[config.mk]
export PLATFORM = sky130hd
export DESIGN_NAME = instruction_streamer
export DESIGN_NICKNAME = d
export VERILOG_FILES = /design/src/rtl/instruction_streamer_pkg.sv /design/src/rtl/instruction_streamer_sync_fifo.sv /design/src/rtl/instruction_streamer.sv
export SDC_FILE = /design/constraint.sdc
export NUM_CORES = 1
export LEC_CHECK = 0
export ABC_AREA = 1
export ABC_CLOCK_PERIOD_IN_PS = 5700
export CORE_MARGIN = 2
export CORE_UTILIZATION = 35
export DETAILED_ROUTE_END_ITERATION = 16
export GPL_ROUTABILITY_DRIVEN = 0
export SLEW_MARGIN = 20
export SYNTH_ARGS = -nofsm -noshare
export SYNTH_HDL_FRONTEND = slang
export SYNTH_SLANG_ARGS = --single-unit
[constraint.sdc]
create_clock -name CLK -period 5.7 [get_ports CLK]
set_clock_uncertainty 0.05 [all_clocks]
set_input_delay 1.14 -clock CLK [delete_from_list [all_inputs] [get_ports CLK]]
set_output_delay 1.14 -clock CLK [all_outputs]
set_load 0.05 [all_outputs]
[src/rtl/instruction_streamer_pkg.sv]
// Shared opcode constants, FSM state type and instruction-width helpers for the
// instruction streamer and its FIFOs.
package instruction_streamer_pkg;

    localparam logic [3:0] OP_NOP  = 4'b0000;
    localparam logic [3:0] OP_READ = 4'b0011;
    localparam logic [3:0] OP_WAIT = 4'b1111;

    typedef enum logic {
        ST_RUN,
        ST_WAIT
    } state_e;

    function automatic int ins_field_w(input int depth);
        return (depth > 2) ? depth : 2;
    endfunction

    function automatic int ins_last_w(input int depth, input int w);
        return ((1 << depth) > w) ? (1 << depth) : w;
    endfunction

    // Instruction word layout: {opcode[4], ins1[2], ins2[INSW], ins3[INSW], insLast[INSD]}
    function automatic int ins_width(input int depth, input int w);
        return 4 + 2 + 2 * ins_field_w(depth) + ins_last_w(depth, w);
    endfunction

endpackage

[src/rtl/instruction_streamer_sync_fifo.sv]
// First-word fall-through synchronous FIFO with extra-MSB wrap pointers; used for
// both the instruction input queue and the read-result queue.
module sync_fifo #(
    parameter int WIDTH = 8,
    parameter int LOG2  = 2
) (
    input  logic             clk,
    input  logic             rst,
    input  logic             push,
    input  logic [WIDTH-1:0] wr_data,
    input  logic             pop,
    output logic [WIDTH-1:0] rd_data,
    output logic             empty,
    output logic [LOG2:0]    count
);

    localparam int ENTRIES = 1 << LOG2;

    logic [LOG2:0]      wr_ptr_q, wr_ptr_d;
    logic [LOG2:0]      rd_ptr_q, rd_ptr_d;
    logic [WIDTH-1:0]   mem_q [ENTRIES];
    logic               full;
    logic               do_push;
    logic               do_pop;

    assign empty   = (wr_ptr_q == rd_ptr_q);
    assign full    = (wr_ptr_q[LOG2] != rd_ptr_q[LOG2]) &&
                     (wr_ptr_q[LOG2-1:0] == rd_ptr_q[LOG2-1:0]);
    assign count   = wr_ptr_q - rd_ptr_q;
    assign rd_data = mem_q[rd_ptr_q[LOG2-1:0]];
    assign do_pop  = pop && !empty;
    // A push into a full FIFO is accepted when the head leaves on the same edge.
    assign do_push = push && (!full || do_pop);

    always_comb begin
        wr_ptr_d = wr_ptr_q + (LOG2+1)'(do_push);
        rd_ptr_d = rd_ptr_q + (LOG2+1)'(do_pop);
    end

    always_ff @(posedge clk or posedge rst) begin
        if (rst) begin
            wr_ptr_q <= '0;
            rd_ptr_q <= '0;
        end else begin
            wr_ptr_q <= wr_ptr_d;
            rd_ptr_q <= rd_ptr_d;
        end
    end

    always_ff @(posedge clk) begin
        if (do_push) begin
            mem_q[wr_ptr_q[LOG2-1:0]] <= wr_data;
        end
    end

endmodule

[src/rtl/instruction_streamer.sv]
// Instruction issue front-end: queues host instructions, issues one per cycle (or NOP),
// handles WAIT stalls and captures READ results with guaranteed result-FIFO space.
module instruction_streamer
    import instruction_streamer_pkg::*;
#(
    parameter int         DEPTH     = 3,
    parameter int         W         = 16,
    parameter logic [3:0] READ_OP   = OP_READ,
    parameter logic [3:0] WAIT_OP   = OP_WAIT,
    parameter logic [3:0] NOP_OP    = OP_NOP,
    parameter int         READ_LAT  = 1,
    parameter int         IF_LOG2   = 2,
    parameter int         RF_LOG2   = 2,
    localparam int        INSD      = ins_last_w(DEPTH, W),
    localparam int        INS_WIDTH = ins_width(DEPTH, W)
) (
    input  logic                   CLK,
    input  logic                   RST,
    input  logic                   in_valid,
    output logic                   in_ready,
    input  logic [INS_WIDTH-1:0]   in_ins,
    output logic [INS_WIDTH-1:0]   ins_out,
    input  logic [W-1:0]           acc_data,
    output logic                   res_valid,
    input  logic                   res_ready,
    output logic [INS_WIDTH+W-1:0] res_data,
    output logic                   busy,
    output logic [15:0]            issue_cnt
);

    localparam logic [INS_WIDTH-1:0] NOP_WORD   = {NOP_OP, {(INS_WIDTH-4){1'b0}}};
    localparam logic [IF_LOG2:0]     IF_ENTRIES = (IF_LOG2+1)'(1 << IF_LOG2);
    localparam int                   RF_ENTRIES = 1 << RF_LOG2;

    state_e               state_q, state_d;
    logic [INSD-1:0]      wait_cnt_q, wait_cnt_d;
    logic [INS_WIDTH-1:0] ins_out_q, ins_out_d;
    logic [15:0]          issue_cnt_q, issue_cnt_d;
    logic [READ_LAT-1:0]  pipe_valid_q, pipe_valid_d;
    logic [INS_WIDTH-1:0] pipe_ins_q [READ_LAT];
    logic [INS_WIDTH-1:0] pipe_ins_d [READ_LAT];

    logic [INS_WIDTH-1:0] if_head;
    logic                 if_empty;
    logic                 if_pop;
    logic [IF_LOG2:0]     if_count;
    logic                 rf_empty;
    logic                 rf_push;
    logic [RF_LOG2:0]     rf_count;
    logic [3:0]           head_op;
    logic [INSD-1:0]      head_last;
    logic                 read_ok;
    logic                 issue_read;
    int                   inflight;

    assign head_op   = if_head[INS_WIDTH-1 -: 4];
    assign head_last = if_head[INSD-1:0];
    assign in_ready  = (if_count != IF_ENTRIES);
    assign res_valid = !rf_empty;
    assign rf_push   = pipe_valid_q[READ_LAT-1];
    assign ins_out   = ins_out_q;
    assign issue_cnt = issue_cnt_q;
    assign busy      = !if_empty || (state_q == ST_WAIT) || (|pipe_valid_q);

    sync_fifo #(.WIDTH(INS_WIDTH), .LOG2(IF_LOG2)) u_in_fifo (
        .clk     (CLK),
        .rst     (RST),
        .push    (in_valid && in_ready),
        .wr_data (in_ins),
        .pop     (if_pop),
        .rd_data (if_head),
        .empty   (if_empty),
        .count   (if_count)
    );

    sync_fifo #(.WIDTH(INS_WIDTH + W), .LOG2(RF_LOG2)) u_res_fifo (
        .clk     (CLK),
        .rst     (RST),
        .push    (rf_push),
        .wr_data ({pipe_ins_q[READ_LAT-1], acc_data}),
        .pop     (res_ready),
        .rd_data (res_data),
        .empty   (rf_empty),
        .count   (rf_count)
    );

    // A READ may only go out if every read already in flight still has a slot reserved.
    always_comb begin
        inflight = 0;
        for (int i = 0; i < READ_LAT; i++) begin
            inflight = inflight + int'(pipe_valid_q[i]);
        end
        read_ok = (RF_ENTRIES - int'(rf_count)) > inflight;
    end

    always_comb begin
        state_d     = state_q;
        wait_cnt_d  = wait_cnt_q;
        ins_out_d   = NOP_WORD;
        issue_cnt_d = issue_cnt_q;
        if_pop      = 1'b0;
        issue_read  = 1'b0;
        case (state_q)
            ST_RUN: begin
                if (!if_empty) begin
                    if (head_op == WAIT_OP) begin
                        if_pop     = 1'b1;
                        wait_cnt_d = head_last;
                        if (head_last != '0) begin
                            state_d = ST_WAIT;
                        end
                    end else if (head_op != READ_OP || read_ok) begin
                        if_pop     = 1'b1;
                        ins_out_d  = if_head;
                        issue_read = (head_op == READ_OP);
                        if (head_op != NOP_OP) begin
                            issue_cnt_d = issue_cnt_q + 16'd1;
                        end
                    end
                end
            end
            ST_WAIT: begin
                wait_cnt_d = wait_cnt_q - INSD'(1);
                if (wait_cnt_q == INSD'(1)) begin
                    state_d = ST_RUN;
                end
            end
            default: state_d = ST_RUN;
        endcase
    end

    always_comb begin
        pipe_valid_d = '0;
        for (int i = 0; i < READ_LAT; i++) begin
            pipe_ins_d[i] = '0;
        end
        pipe_valid_d[0] = issue_read;
        pipe_ins_d[0]   = if_head;
        for (int i = 1; i < READ_LAT; i++) begin
            pipe_valid_d[i] = pipe_valid_q[i-1];
            pipe_ins_d[i]   = pipe_ins_q[i-1];
        end
    end

    always_ff @(posedge CLK or posedge RST) begin
        if (RST) begin
            state_q      <= ST_RUN;
            wait_cnt_q   <= '0;
            ins_out_q    <= NOP_WORD;
            issue_cnt_q  <= '0;
            pipe_valid_q <= '0;
            for (int i = 0; i < READ_LAT; i++) begin
                pipe_ins_q[i] <= '0;
            end
        end else begin
            state_q      <= state_d;
            wait_cnt_q   <= wait_cnt_d;
            ins_out_q    <= ins_out_d;
            issue_cnt_q  <= issue_cnt_d;
            pipe_valid_q <= pipe_valid_d;
            for (int i = 0; i < READ_LAT; i++) begin
                pipe_ins_q[i] <= pipe_ins_d[i];
            end
        end
    end

endmodule
---- After elaboration in Yosys (flattened, before gate mapping) ----
Memories as Yosys holds them, arrays and structs flattened.
Cells that the tools add are included.
operators by class
  add/sub/neg operators ................... 9
  multiplexer cells ....................... 24
  order comparisons ....................... 1
  reduce and logical (&&, ||, !) cells .... 20
  equality and inequality tests ........... 13
  bitwise logic cells ..................... 3
operators by type and width
  kind                                                                      count
  28-bit 2-to-1 mux                                                         4
  16-bit 2-to-1 mux                                                         2
  16-bit case mux with 2 select lines                                       1
  16-bit by 1-bit adder with 16-bit output (second input constant)          1
  16-bit by 1-bit equality test with 1-bit output (second input constant)   1
  1-bit 2-to-1 mux                                                          16
  16-bit nonzero test                                                       1
  16-bit by 1-bit subtractor with 16-bit output (second input constant)     1
  3-bit by 1-bit adder with 3-bit output                                    4
  1-bit logical AND                                                         7
  3-bit equality test                                                       2
  3-bit subtractor                                                          2
  1-bit logical OR                                                          5
  5-bit AND reduction                                                       1
  2-bit equality test                                                       2
  4-bit by 2-bit equality test with 1-bit output (second input constant)    1
  4-bit equality test (second input constant)                               1
  4-bit by 2-bit > comparator with 1-bit output                             1
  1-bit zero test                                                           4
  2-bit inequality test (second input constant)                             2
  4-bit by 2-bit inequality test with 1-bit output (second input constant)  1
  4-bit nonzero test                                                        1
  3-bit by 3-bit subtractor with 4-bit output (first input constant)        1
  3-bit inequality test (second input constant)                             1
  other kinds (4)                                                           7
storage, ports and cells
  register bits after elaboration ......... 102
  bits of input ports ..................... 48
  word-level logic and storage cells ...... 82
  memories ................................ 2
  bits in writable memories ............... 288
  output and inout port bits .............. 91
memories
  memory            depth  bits a word  rd ports  clocked after Yosys merged registers in  write ports  RTL line                              source
  u_res_fifo.mem_q  4      44           1         0                                        1            instruction_streamer_sync_fifo.sv:21  logic [WIDTH-1:0] mem_q [ENTRIES];
  u_in_fifo.mem_q   4      28           1         0                                        1            instruction_streamer_sync_fifo.sv:21

---- Logic depth before layout (Yosys ltp) ----
Gate-level depths: netlist of the first run.
  word-level depth ........................ 13
  depth in mapped cells ................... 20
  depth with buffers taken out ............ 20

---- Cells and area by module ----
A second synthesis of the first run with hierarchy kept.
unflattened totals
  cells, all modules ...................... 1406
  area, all modules ....................... 16119.2 µm²
modules (own cells, without submodules)
  module                  seq. area each (µm²)  area each (µm²)  instances  cells each
  sync_fifo (u_res_fifo)  5435.2                7305.8           1          557
  sync_fifo (u_in_fifo)   3513.4                4758.3           1          369
  instruction_streamer    2252.2                4055.1           1          480

---- Worst setup path after synthesis of the first run ----
OpenSTA, ideal clock, no wires.
  kind .................................... register -> register
  start ................................... register u_res_fifo.rd_ptr_q[1]
  end ..................................... memory u_res_fifo.mem_q[2][0] (netlist bit) (enable)
  buffers on the path ..................... 1
  arrival ................................. 4.379 ns
  path slack .............................. 0.770 ns
  data required time ...................... 5.150 ns
  setup time .............................. 0.500 ns
  stages on the path, launching flop included .. 7
  clock period less this slack ............ 4.930 ns
  cell sequence ........................... dfrtp_1 inv_1 clkbuf_1 ha_1 nand2_1 o31ai_1 nor3_1
between the ends
  longest elaborated chain between the ends .. 7
  elaborated cells between the ends (all ways) .. 10
  classes of those cells .................. 2 x eq/ne; 2 x mux; 6 x reduce/logical
ends and longest elaborated chain
  what                                                        RTL line                                                                    source
  start, declared                                             instruction_streamer_sync_fifo.sv:20                                        logic [LOG2:0] rd_ptr_q, rd_ptr_d;
  start signal, assigned                                      instruction_streamer_sync_fifo.sv:46                                        rd_ptr_q <= rd_ptr_d;
  3-bit equality test or 2-bit equality test (tied branches)  instruction_streamer_sync_fifo.sv:26, instruction_streamer_sync_fifo.sv:28
  1-bit zero test or 1-bit logical AND (tied branches)        instruction_streamer_sync_fifo.sv:31, instruction_streamer_sync_fifo.sv:27
  1-bit logical AND or 1-bit zero test (tied branches)        instruction_streamer_sync_fifo.sv:31, instruction_streamer_sync_fifo.sv:33
  1-bit logical OR *                                          instruction_streamer_sync_fifo.sv:33                                        assign do_push = push && (!full || do_pop);
  1-bit logical AND *                                         instruction_streamer_sync_fifo.sv:33
  1-bit 2-to-1 mux *                                          instruction_streamer_sync_fifo.sv:51                                        if (do_push) begin
  1-bit 2-to-1 mux (implied by the code) *                    instruction_streamer_sync_fifo.sv:52                                        mem_q[wr_ptr_q[LOG2-1:0]] <= wr_data;
  end, declared                                               instruction_streamer_sync_fifo.sv:21
Every way passes the cells marked *; elsewhere a longest branch is shown, timed or not.

---- Worst setup path in the final report of the first run ----
  start ................................... register u_in_fifo.rd_ptr_q[1]
  end ..................................... output in_ready
between the ends
  longest elaborated chain between the ends .. 2
ends and longest elaborated chain
  what                    RTL line                              source
  start, declared         instruction_streamer_sync_fifo.sv:20
  start signal, assigned  instruction_streamer_sync_fifo.sv:46
  3-bit subtractor        instruction_streamer_sync_fifo.sv:29  assign count = wr_ptr_q - rd_ptr_q;
  3-bit inequality test   instruction_streamer.sv:58            assign in_ready = (if_count != IF_ENTRIES);
  end, declared           instruction_streamer.sv:20            output logic in_ready,
No other way between the ends.

==> reports/results.txt, run 1 <==
Status: finished, final reports clean
Die W: 214 µm
Data arrival time of the critical path: 3260 ps
WL final: 34.4 mm
Fin. Hold Viols: 0
Crit end category: output pin
Placed cells: 1938
Final worst setup slack: 1250 ps
Most frequent cells after synthesis: 288 x edfxtp_1, 236 x nand2_1, 153 x nor2_1
CP peak stage delay: 990 ps
Crit path buffers/inverters: 2
Largest net degree at the start of global routing: 90
Setup bufs post-CTS: 0
N_diodes: 0
Post-DR wirelength/cell: 17.1 µm
Final period utilization: 78.1%
CTS root buf: clkbuf_16
CTS Hold Bufs: 0
Vias per inst: 4.82
Share of power burned in registers: 35.5%
Vias in the first global route: 9567
Hold crit path type: reg2reg
Netlist Area Pre-Place: 15400 µm²
Crit Path Max Fanout: 26
Part of the power in the clock network: 24.1%
Main combinational cell family by area after synthesis: simple AND/OR/NAND/NOR gates
Synth Area in Simple Gates: 14.0%
Io pins: 139
Post-route DRC: 0
DIE HEIGHT: 214 µm
Final ANT Viol Nets: 0
Total grt overflow: 0
Final setup fails: 0
IO buf count: 138
Count leader, synth: edfxtp_1
Vias: 9713
Final non-filler cell total: 2016
Syn-to-layout area delta: 22.6%
Clock latency on the worst-skew pair: 560 ps
Slew HR: 33.3%
Die Area: 45600 µm²
CP Class: reg2out
Post-Synth XOR/XNOR Area: 1.48%
CTS tree: done
Synth cell types: 43
First-pass GRT wire length: 53.9 mm
Area leader, netlist: edfxtp_1
Core area: 43300 µm²
CP Launch Type: register
Seq cells post-synth: 390
Area share of the largest cell type after synthesis: 56.2%
Synth Area in Compound Gates: 6.65%
Detailed Place HPWL: 20.7 mm
Worst-margin pin slew: 1000 ps
Std-Cell Rows: 76
PD cells: 623 nW/µm²
Worst vdd ir: 0.311 mV
Synth Area per Inst: 12.3 µm²
First-pass detailed-route iteration total: 5
Logic pwr share: 40.4%
Bufs on Longest Clock Path: 3
Fin. max-slew vios: 0
Setup TNS: 0 ps
Synth top area cells: edfxtp_1 56%, dfrtp_1 17%, nand2_1 5.8%
Initial core utilization: 35.5%
Detailed Route Iter0 Violations: 821
Register area share after synthesis: 72.8%
Fin nets: 1464
CTS buffer count: 43
Clock slew at reported path FFs: 60 ps
Switching Share: 41.5%
Crit path time final: 4450 ps
Sink Count: 390
CP max-delay cell: dfrtp_1
Final Hold Slack: 436 ps
RSZ-0062 raised after global routing: no
H-tree depth: 2
Synth Warn #: 0
Number of flops mapped to enable cells by yosys: 288
Net Count, Synth: 1318
Most used flip-flop cell after synthesis: edfxtp_1
CP most frequent cell: nand2_1
PostCTS Resize Cnt: 0
Global Route Usage Sum: 15.4%
Int Power: 6.88 mW
CP top delay family: flip-flops
Setup WS pre-CTS: 1790 ps
Multiplexer area fraction after synthesis: 0%
Fill cell count: 3981
Initial antenna violation count: 0
Net switching power figure: 4.88 mW
Maximum Capacitance Violations: 0
Maximum clock frequency: 225 MHz
Area share of fa/ha/maj cells after synthesis: 1.51%
Crit-path cells: inv_1, ha_1, a21oi_1, nand2_1, nand2_1, clkdlybuf4s50_1
Post-synth ARST share: 26.2%
Layout cells sized above 1: 7.48%
Leakage power: 7.17 nW
Worst EP required: 4510 ps
Syn Inst Count: 1252
-- layer usage --
| metal | routed length, µm | vias up | GRT usage (%) |
|---|---|---|---|
| met1 | 15500 | 4787 | 20.6 |
| met2 | 16400 | 218 | 24.9 |
| met5 | 0 | - | 0 |
| li1 | - | 4658 | - |
| met3 | 1800 | 50 | 3.41 |
| met4 | 786 | 0 | 5.39 |
-- final timing paths --
kind                                                      start                                 to  slack (ps)  cells after the start
worst max register to register  u_in_fifo.rd_ptr_q[1]$_DFF_PP0_    u_in_fifo.wr_ptr_q[2]$_DFF_PP0_        2130                     14
worst min-delay path                    pipe_ins_q[6]$_DFF_PP0_  u_res_fifo.mem_q[2][22]$_DFFE_PP_         440                      0
max in group asynchronous                                   RST               ins_out[5]$_DFF_PP0_        3490                      3
worst max-delay path            u_in_fifo.rd_ptr_q[1]$_DFF_PP0_                           in_ready        1250                      6
worst min register to register          pipe_ins_q[6]$_DFF_PP0_  u_res_fifo.mem_q[2][22]$_DFFE_PP_         440                      0
min in group asynchronous                                   RST           issue_cnt[3]$_DFFE_PP0P_        1080                      2
-- final cells by class --
class                   instances  area (µm²)  share of cell area (%)
flip-flops and latches        390       11200                    59.4
multi-input cells             729        3660                    19.4
repair buffers                155        1510                    8.00
clock buffers                  63        1250                    6.65
well taps                     585         732                    3.88
inverters                      79         299                    1.59
clock inverters                15         206                    1.09
-- per-stage QoR --
step	utilization (%)	power, mW	area (µm²)
after global placement	40.2	8.96	17400
after floorplan	-	7.41	15400
after CTS	43.6	11.9	18900
after global routing	43.6	12.5	18900
after detailed placement	40.2	9.02	17400
final	43.6	11.8	18900
-- registers in the layout, indices dropped and copies added, names as in the netlist --
register / count
u_res_fifo.mem_q: 176
u_in_fifo.mem_q: 112
ins_out: 28
pipe_ins_q: 28
issue_cnt: 16
wait_cnt_q: 16
u_in_fifo.rd_ptr_q: 3
u_in_fifo.wr_ptr_q: 3
u_res_fifo.rd_ptr_q: 3
u_res_fifo.wr_ptr_q: 3
pipe_valid_q: 1
state_q: 1
-- worst reg2reg max path, cell delays in order, from the launching register on --
cell     delay, ps
dfrtp_1        990
inv_1          170
buf_4          320
nand2_1        110
and2_1         320
nand2_1        140
nor2_2         170
nand2_4        180
nand2_1        160
nand2_1         70
nand2_1        190
inv_1           80
ha_1           180
ha_1           180
xor2_1         150
-- cell families after synthesis --
group | count (synthesis)
flops | 390
xor+xnor | 26
buf+inv | 133
simple gates | 504
fa+ha+maj | 18
compound gates | 181
-- power by group through the flow --
stage	logic [mW]	registers [mW]	clock network (mW)
after floorplan	3.04	4.37	0
after detailed placement	4.79	4.23	0
after global placement	4.75	4.21	0
final	4.75	4.17	2.83
after global routing	5.21	4.24	3.03
after CTS	4.82	4.18	2.92
-- layout by cell type (no fill, tap or decap), types with 2 or more instances in the layout --
cell,count
a32oi_1,8
nor3_2,4
and2_1,6
clkinv_2,4
clkbuf_1,12
xor2_1,21
clkbuf_16,45
nand3b_1,2
nor2_2,7
bufinv_16,5
nand2_1,236
nor4_1,3
clkinv_1,4
nand2_2,2
nand3_1,54
inv_2,3
buf_4,17
nand2_4,2
edfxtp_1,288
nor3_1,12
clkdlybuf4s50_1,138
ha_1,17
inv_1,74
nor2_1,149
xnor2_1,5
clkbuf_8,6
nand4_1,22
o22ai_1,44
dfrtp_1,101
o211ai_1,4
o21ai_0,102
a21oi_1,15
o21ai_1,2
(Power assumes the default switching activity.)
==> run 2: changes to the inputs <==
--- a/config.mk
+++ b/config.mk
@@ -6,7 +6,7 @@
 export NUM_CORES = 1
 export LEC_CHECK = 0
 export ABC_AREA = 1
-export ABC_CLOCK_PERIOD_IN_PS = 5700
+export ABC_CLOCK_PERIOD_IN_PS = 3700
 export CORE_MARGIN = 2
 export CORE_UTILIZATION = 35
 export DETAILED_ROUTE_END_ITERATION = 16
==> constraint.sdc (replaced) <==
create_clock -name CLK -period 3.7 [get_ports CLK]
set_clock_uncertainty 0.05 [all_clocks]
set_input_delay 0.74 -clock CLK [delete_from_list [all_inputs] [get_ports CLK]]
set_output_delay 0.74 -clock CLK [all_outputs]
set_load 0.05 [all_outputs]
==> run 2 against run 1 <==
- final area is 1.6% higher
- power is 57% higher
- via count is 0.20% higher
- register-to-register slack worse by 1500 ps
- clock power is 39% higher
- final cell count is 0.15% higher
- count of clock-buffer cells in the layout is 5 lower
- worst hold slack better by 8.1 ps
- largest cell class unchanged
- global-route usage is 0.22 points lower
==> reports/results.txt, run 2 (synthesis gave the netlist of run 1 again) <==
Status: finished, final reports clean (unchanged)
Commonest cells after routing, fill and taps aside: 288 x edfxtp_1, 236 x nand2_1, 149 x nor2_1 (unchanged)
Syn-to-layout area delta: 24.6% (was 22.6%)
Maximum Capacitance Violations: 0 (unchanged)
Worst vdd ir: 0.445 mV (was 0.311 mV)
Hold crit path type: reg2reg (unchanged)
Fin. max-slew vios: 0 (unchanged)
Final ANT Viol Nets: 0 (unchanged)
Initial core utilization: 35.5% (unchanged)
CP Class: reg2out (unchanged)
Vias: 9732 (was 9713)
Post-route DRC: 0 (unchanged)
Vias per inst: 4.82 (about the same)
WL final: 34.3 mm (was 34.4 mm)
RSZ-0062 raised after global routing: no (unchanged)
Fin. Hold Viols: 0 (unchanged)
Detailed Place HPWL: 21.2 mm (was 20.7 mm)
Crit end category: output pin (unchanged)
Data arrival time of the critical path: 2640 ps (was 3260 ps)
Total grt overflow: 0 (unchanged)
PD cells: 965 nW/µm² (was 623 nW/µm²)
First-pass GRT wire length: 53.4 mm (was 53.9 mm)
Largest net degree at the start of global routing: 67 (was 90)
Final worst setup slack: 269 ps (was 1250 ps)
Register area: 11200 µm² (unchanged)
Setup TNS: 0 ps (unchanged)
Placed cells: 1945 (was 1938)
Die Area: 45600 µm² (unchanged)
CTS buffer count: 40 (was 43)
M1 GR Usage: 21.0% (was 20.6%)
Fin nets: 1468 (was 1464)
Reg2Reg Depth: 20 (was 14)
Grt met3 use: 2.75% (was 3.41%)
CTS Hold Bufs: 0 (unchanged)
N_diodes: 0 (unchanged)
Met2 Track Usage GR: 24.5% (was 24.9%)
Clock latency on the worst-skew pair: 550 ps (was 560 ps)
Crit Path Max Fanout: 66 (was 26)
Sink Count: 390 (unchanged)
Reg-to-Reg Start: u_res_fifo.wr_ptr_q[0]$_DFF_PP0_ (was u_in_fifo.rd_ptr_q[1]$_DFF_PP0_)
Worst EP required: 2910 ps (was 4510 ps)
Final setup fails: 0 (unchanged)
Final period utilization: 92.7%
Dpl cell area: 17900 µm² (was 17400 µm²)
Post-DR wirelength/cell: 17.0 µm (was 17.1 µm)
Final non-filler cell total: 2019 (was 2016)
Maximum clock frequency: 291 MHz
Max FFs per register: 176 (unchanged)
Initial antenna violation count: 0 (unchanged)
Slew HR: 52.7% (was 33.3%)
DIE HEIGHT: 214 µm (unchanged)
Fill cell count: 3938 (was 3981)
Io pins: 139 (unchanged)
Reg-to-reg endpoint: u_in_fifo.wr_ptr_q[2]$_DFF_PP0_ (unchanged)
Multi-input gate area: 3660 µm² (unchanged)
Clock slew at reported path FFs: 60 ps (about the same)
Critical path origin: u_res_fifo.rd_ptr_q[0]$_DFF_PP0_ (was u_in_fifo.rd_ptr_q[1]$_DFF_PP0_)
Vias in the first global route: 9424 (was 9567)
Setup WS pre-CTS: 656 ps (was 1790 ps)
CP Launch Type: register (unchanged)
Core area: 43300 µm² (unchanged)
Crit path time final: 3430 ps
Worst reg2reg setup slack: 630 ps (was 2130 ps)
CTS root buf: clkbuf_16 (unchanged)
IO buf count: 138 (unchanged)
Design Area, Final: 19200 µm² (was 18900 µm²)
Leakage power: 7.36 nW (was 7.17 nW)
Global Route Usage Sum: 15.2% (was 15.4%)
Most common cell after layout, fill and taps aside: edfxtp_1 (unchanged)
CP peak stage delay: 400 ps (was 990 ps)
Die W: 214 µm (unchanged)
H-tree depth: 2 (unchanged)
Std-Cell Rows: 76 (unchanged)
First-pass detailed-route iteration total: 5 (unchanged)
GRT busiest layer: met2 (unchanged)
CP max-delay cell: buf_6 (was dfrtp_1)
Layout cells sized above 1: 11.3% (was 7.48%)
Detailed Route Iter0 Violations: 721 (was 821)
PostCTS Resize Cnt: 0 (unchanged)
Bufs on Longest Clock Path: 3 (unchanged)
Setup bufs post-CTS: 0 (unchanged)
Crit-path cells: buf_6, clkinv_2, buf_4, o21ai_0, o22ai_1, buf_12 (was inv_1, ha_1, a21oi_1, nand2_1, nand2_1, clkdlybuf4s50_1)
Worst-margin pin slew: 710 ps (was 1000 ps)
Crit path to: res_data[17] (was in_ready)
CTS tree: done (unchanged)
run 2: critical path, delay by kind of cell, from the launching register on:
kind	cells	cell delay [ps]
compound gates	2	350
flops	1	390
buf+inv	4	1310
run 2: through the flow:
step,hold WS [ps],power [mW],util [%]
floorplan,399,11.4,-
global placement,413,14.6,41.3
detailed placement,435,14.7,41.3
CTS,447,18.7,44.3
global route,454,19.6,44.3
finish,444,18.5,44.3
run 2: layout make-up:
| cell class | instances | area share, % |
|---|---|---|
| clock buffers | 58 | 6.10 |
| clock inverters | 16 | 0.705 |
| inverters | 79 | 1.57 |
| multi-input cells | 729 | 19.1 |
| flip-flops and latches | 390 | 58.4 |
| well taps | 585 | 3.82 |
| repair buffers | 162 | 10.3 |
run 2: per-layer routing:
metal | vias to the layer above | wire length [µm]
li1 | 4681 | -
met1 | 4745 | 15600
met2 | 240 | 16100
met3 | 66 | 1720
met4 | 0 | 923
met5 | - | 0
run 2: how the worst min path moves through the flow:
stage	start	end	slack, ps	cells after the start
2_1_floorplan	wait_cnt_q[15]$_DFFE_PP0P_	wait_cnt_q[15]$_DFFE_PP0P_	400	2
3_3_place_gp	wait_cnt_q[15]$_DFFE_PP0P_	wait_cnt_q[15]$_DFFE_PP0P_	410	2
3_5_place_dp	pipe_ins_q[18]$_DFF_PP0_	u_res_fifo.mem_q[1][34]$_DFFE_PP_	430	0
4_1_cts	pipe_ins_q[18]$_DFF_PP0_	u_res_fifo.mem_q[1][34]$_DFFE_PP_	450	0
5_1_grt	pipe_ins_q[19]$_DFF_PP0_	u_res_fifo.mem_q[0][35]$_DFFE_PP_	450	0
6_report	pipe_ins_q[18]$_DFF_PP0_	u_res_fifo.mem_q[1][34]$_DFFE_PP_	440	0
run 2: report_power, final:
group | internal (mW) | switching [mW] | leakage [nW] | total [mW]
Sequential | 5.83 | 0.551 | 3.88 | 6.38
Combinational | 2.71 | 5.49 | 2.84 | 8.20
Clock | 2.29 | 1.64 | 0.639 | 3.93
Total | 10.8 | 7.68 | 7.36 | 18.5
==> run 3: changes to the inputs <==
--- a/config.mk
+++ b/config.mk
@@ -7,10 +7,10 @@
 export LEC_CHECK = 0
 export ABC_AREA = 1
 export ABC_CLOCK_PERIOD_IN_PS = 3700
-export CORE_MARGIN = 2
 export CORE_UTILIZATION = 35
 export DETAILED_ROUTE_END_ITERATION = 16
 export GPL_ROUTABILITY_DRIVEN = 0
+export PLACE_DENSITY = 0.62
 export SLEW_MARGIN = 20
 export SYNTH_ARGS = -nofsm -noshare
 export SYNTH_HDL_FRONTEND = slang
==> run 3 against run 2 <==
- clock power increased by 5%
- flip-flop and latch count unchanged
- non-clock buffer count decreased by 3
- die area decreased by 1.9%
- largest cell class unchanged
==> reports/results.txt, run 3 (synthesis gave the netlist of run 1 again) <==
Global Route Usage Sum: 15.4% (was 15.2%)
Io pins: 139 (unchanged)
Final non-filler cell total: 2015 (was 2019)
Dpl cell area: 17800 µm² (was 17900 µm²)
Clock latency on the worst-skew pair: 550 ps (about the same)
PostCTS Resize Cnt: 0 (unchanged)
DIE HEIGHT: 212 µm (was 214 µm)
Die Area: 44800 µm² (was 45600 µm²)
Reg-to-Reg Start: u_res_fifo.wr_ptr_q[0]$_DFF_PP0_ (unchanged)
Worst vdd ir: 0.502 mV (was 0.445 mV)
GRT busiest layer: met2 (unchanged)
CTS root buf: clkbuf_16 (unchanged)
IO buf count: 138 (unchanged)
Initial antenna violation count: 0 (unchanged)
Multi-input gate area: 3660 µm² (unchanged)
Clock slew at reported path FFs: 70 ps (was 60 ps)
Worst EP required: 2910 ps (about the same)
Max FFs per register: 176 (unchanged)
Data arrival time of the critical path: 2610 ps (was 2640 ps)
CP Launch Type: register (unchanged)
Post-DR wirelength/cell: 16.6 µm (was 17.0 µm)
Final setup fails: 0 (unchanged)
Register area: 11200 µm² (unchanged)
Sink Count: 390 (unchanged)
Final period utilization: 91.8% (was 92.7%)
CTS Hold Bufs: 0 (unchanged)
Commonest cells after routing, fill and taps aside: 288 x edfxtp_1, 236 x nand2_1, 149 x nor2_1 (unchanged)
Fin nets: 1466 (was 1468)
Most common cell after layout, fill and taps aside: edfxtp_1 (unchanged)
Fin util: 44.5% (was 44.3%)
Initial core utilization: 35.6% (was 35.5%)
Post-route DRC: 0 (unchanged)
CTS buffer count: 41 (was 40)
Worst reg2reg setup slack: 580 ps (was 630 ps)
Layout cells sized above 1: 11.0% (was 11.3%)
Pwr Total: 18.6 mW (was 18.5 mW)
Crit Path Max Fanout: 55 (was 66)
Maximum clock frequency: 295 MHz (was 291 MHz)
Leakage power: 7.38 nW (was 7.36 nW)
Total grt overflow: 0 (unchanged)
Vias in the first global route: 9366 (was 9424)
Bufs on Longest Clock Path: 3 (unchanged)
Vias per inst: 4.74 (was 4.82)
Std-Cell Rows: 76 (unchanged)
Vias: 9558 (was 9732)
Crit end category: output pin (unchanged)
PD cells: 971 nW/µm² (was 965 nW/µm²)
Worst-margin pin slew: 696 ps (was 710 ps)
CP Class: reg2out (unchanged)
First-pass GRT wire length: 52.5 mm (was 53.4 mm)
Largest net degree at the start of global routing: 95 (was 67)
M1 GR Usage: 20.3% (was 21.0%)
Crit path time final: 3400 ps (was 3430 ps)
First-pass detailed-route iteration total: 5 (unchanged)
Met2 Track Usage GR: 25.4% (was 24.5%)
Hold crit path type: in2async (was reg2reg)
Setup bufs post-CTS: 0 (unchanged)
Reg2Reg Depth: 20 (unchanged)
Die W: 212 µm (was 214 µm)
Slew HR: 53.6% (was 52.7%)
Fill cell count: 3918 (was 3938)
RSZ-0062 raised after global routing: no (unchanged)
Fin. max-slew vios: 0 (unchanged)
Syn-to-layout area delta: 24.8% (was 24.6%)
Reg-to-reg endpoint: u_in_fifo.wr_ptr_q[2]$_DFF_PP0_ (unchanged)
Maximum Capacitance Violations: 0 (unchanged)
Detailed Place HPWL: 20.4 mm (was 21.2 mm)
Status: finished, final reports clean (unchanged)
Design Area, Final: 19200 µm² (about the same)
WL final: 33.5 mm (was 34.3 mm)
Core area: 43200 µm² (was 43300 µm²)
Fin. Hold Viols: 0 (unchanged)
Grt met3 use: 3.04% (was 2.75%)
H-tree depth: 2 (unchanged)
Final ANT Viol Nets: 0 (unchanged)
N_diodes: 0 (unchanged)
CTS tree: done (unchanged)
Placed cells: 1942 (was 1945)
Detailed Route Iter0 Violations: 692 (was 721)
## run 3: power breakdown
group	internal (mW)	total, mW	switching [mW]
combinational	2.71	8.17	5.46
clock	2.47	4.11	1.65
sequential	5.83	6.36	0.530
total	11.0	18.6	7.64
## run 3: area by class of cell
cell class	count	share of cell area, %
multi-input cells	729	19.1
clock inverters	16	0.899
inverters	79	1.56
flip-flops and latches	390	58.3
repair buffers	159	10.1
well taps	585	3.81
clock buffers	57	6.20
## run 3: how the worst max path moves through the flow
stage | from | end
2_1_floorplan | u_res_fifo.rd_ptr_q[1]$_DFF_PP0_ | u_res_fifo.mem_q[2][0]$_DFFE_PP_
3_3_place_gp | u_res_fifo.wr_ptr_q[0]$_DFF_PP0_ | u_in_fifo.wr_ptr_q[2]$_DFF_PP0_
3_5_place_dp | u_res_fifo.wr_ptr_q[0]$_DFF_PP0_ | u_in_fifo.wr_ptr_q[2]$_DFF_PP0_
4_1_cts | u_res_fifo.rd_ptr_q[0]$_DFF_PP0_ | res_data[24]
5_1_grt | u_res_fifo.rd_ptr_q[0]$_DFF_PP0_ | res_data[16]
6_report | u_res_fifo.rd_ptr_q[0]$_DFF_PP0_ | res_data[16]
## run 3: metal layers
| metal | vias to the layer above | wire length (µm) |
|---|---|---|
| met3 | 52 | 1740 |
| met1 | 4594 | 15000 |
| met2 | 245 | 16000 |
| met5 | - | 0 |
| li1 | 4667 | - |
| met4 | 0 | 760 |
## run 3: worst max-delay path, stage by stage (launching register included)
cell and delay [ps]:
dfrtp_2 360, buf_4 340, buf_4 540, o21ai_0 180, o22ai_1 390, buf_12 190
## run 3: per-stage QoR
stage	hold WS, ps	setup slack (ps)	TNS (ps)
after floorplan	399	-1230	-216360
after global placement	416	647	0
after detailed placement	428	613	0
after CTS	370	253	0
after global routing	395	56.8	0
final	389	305	0
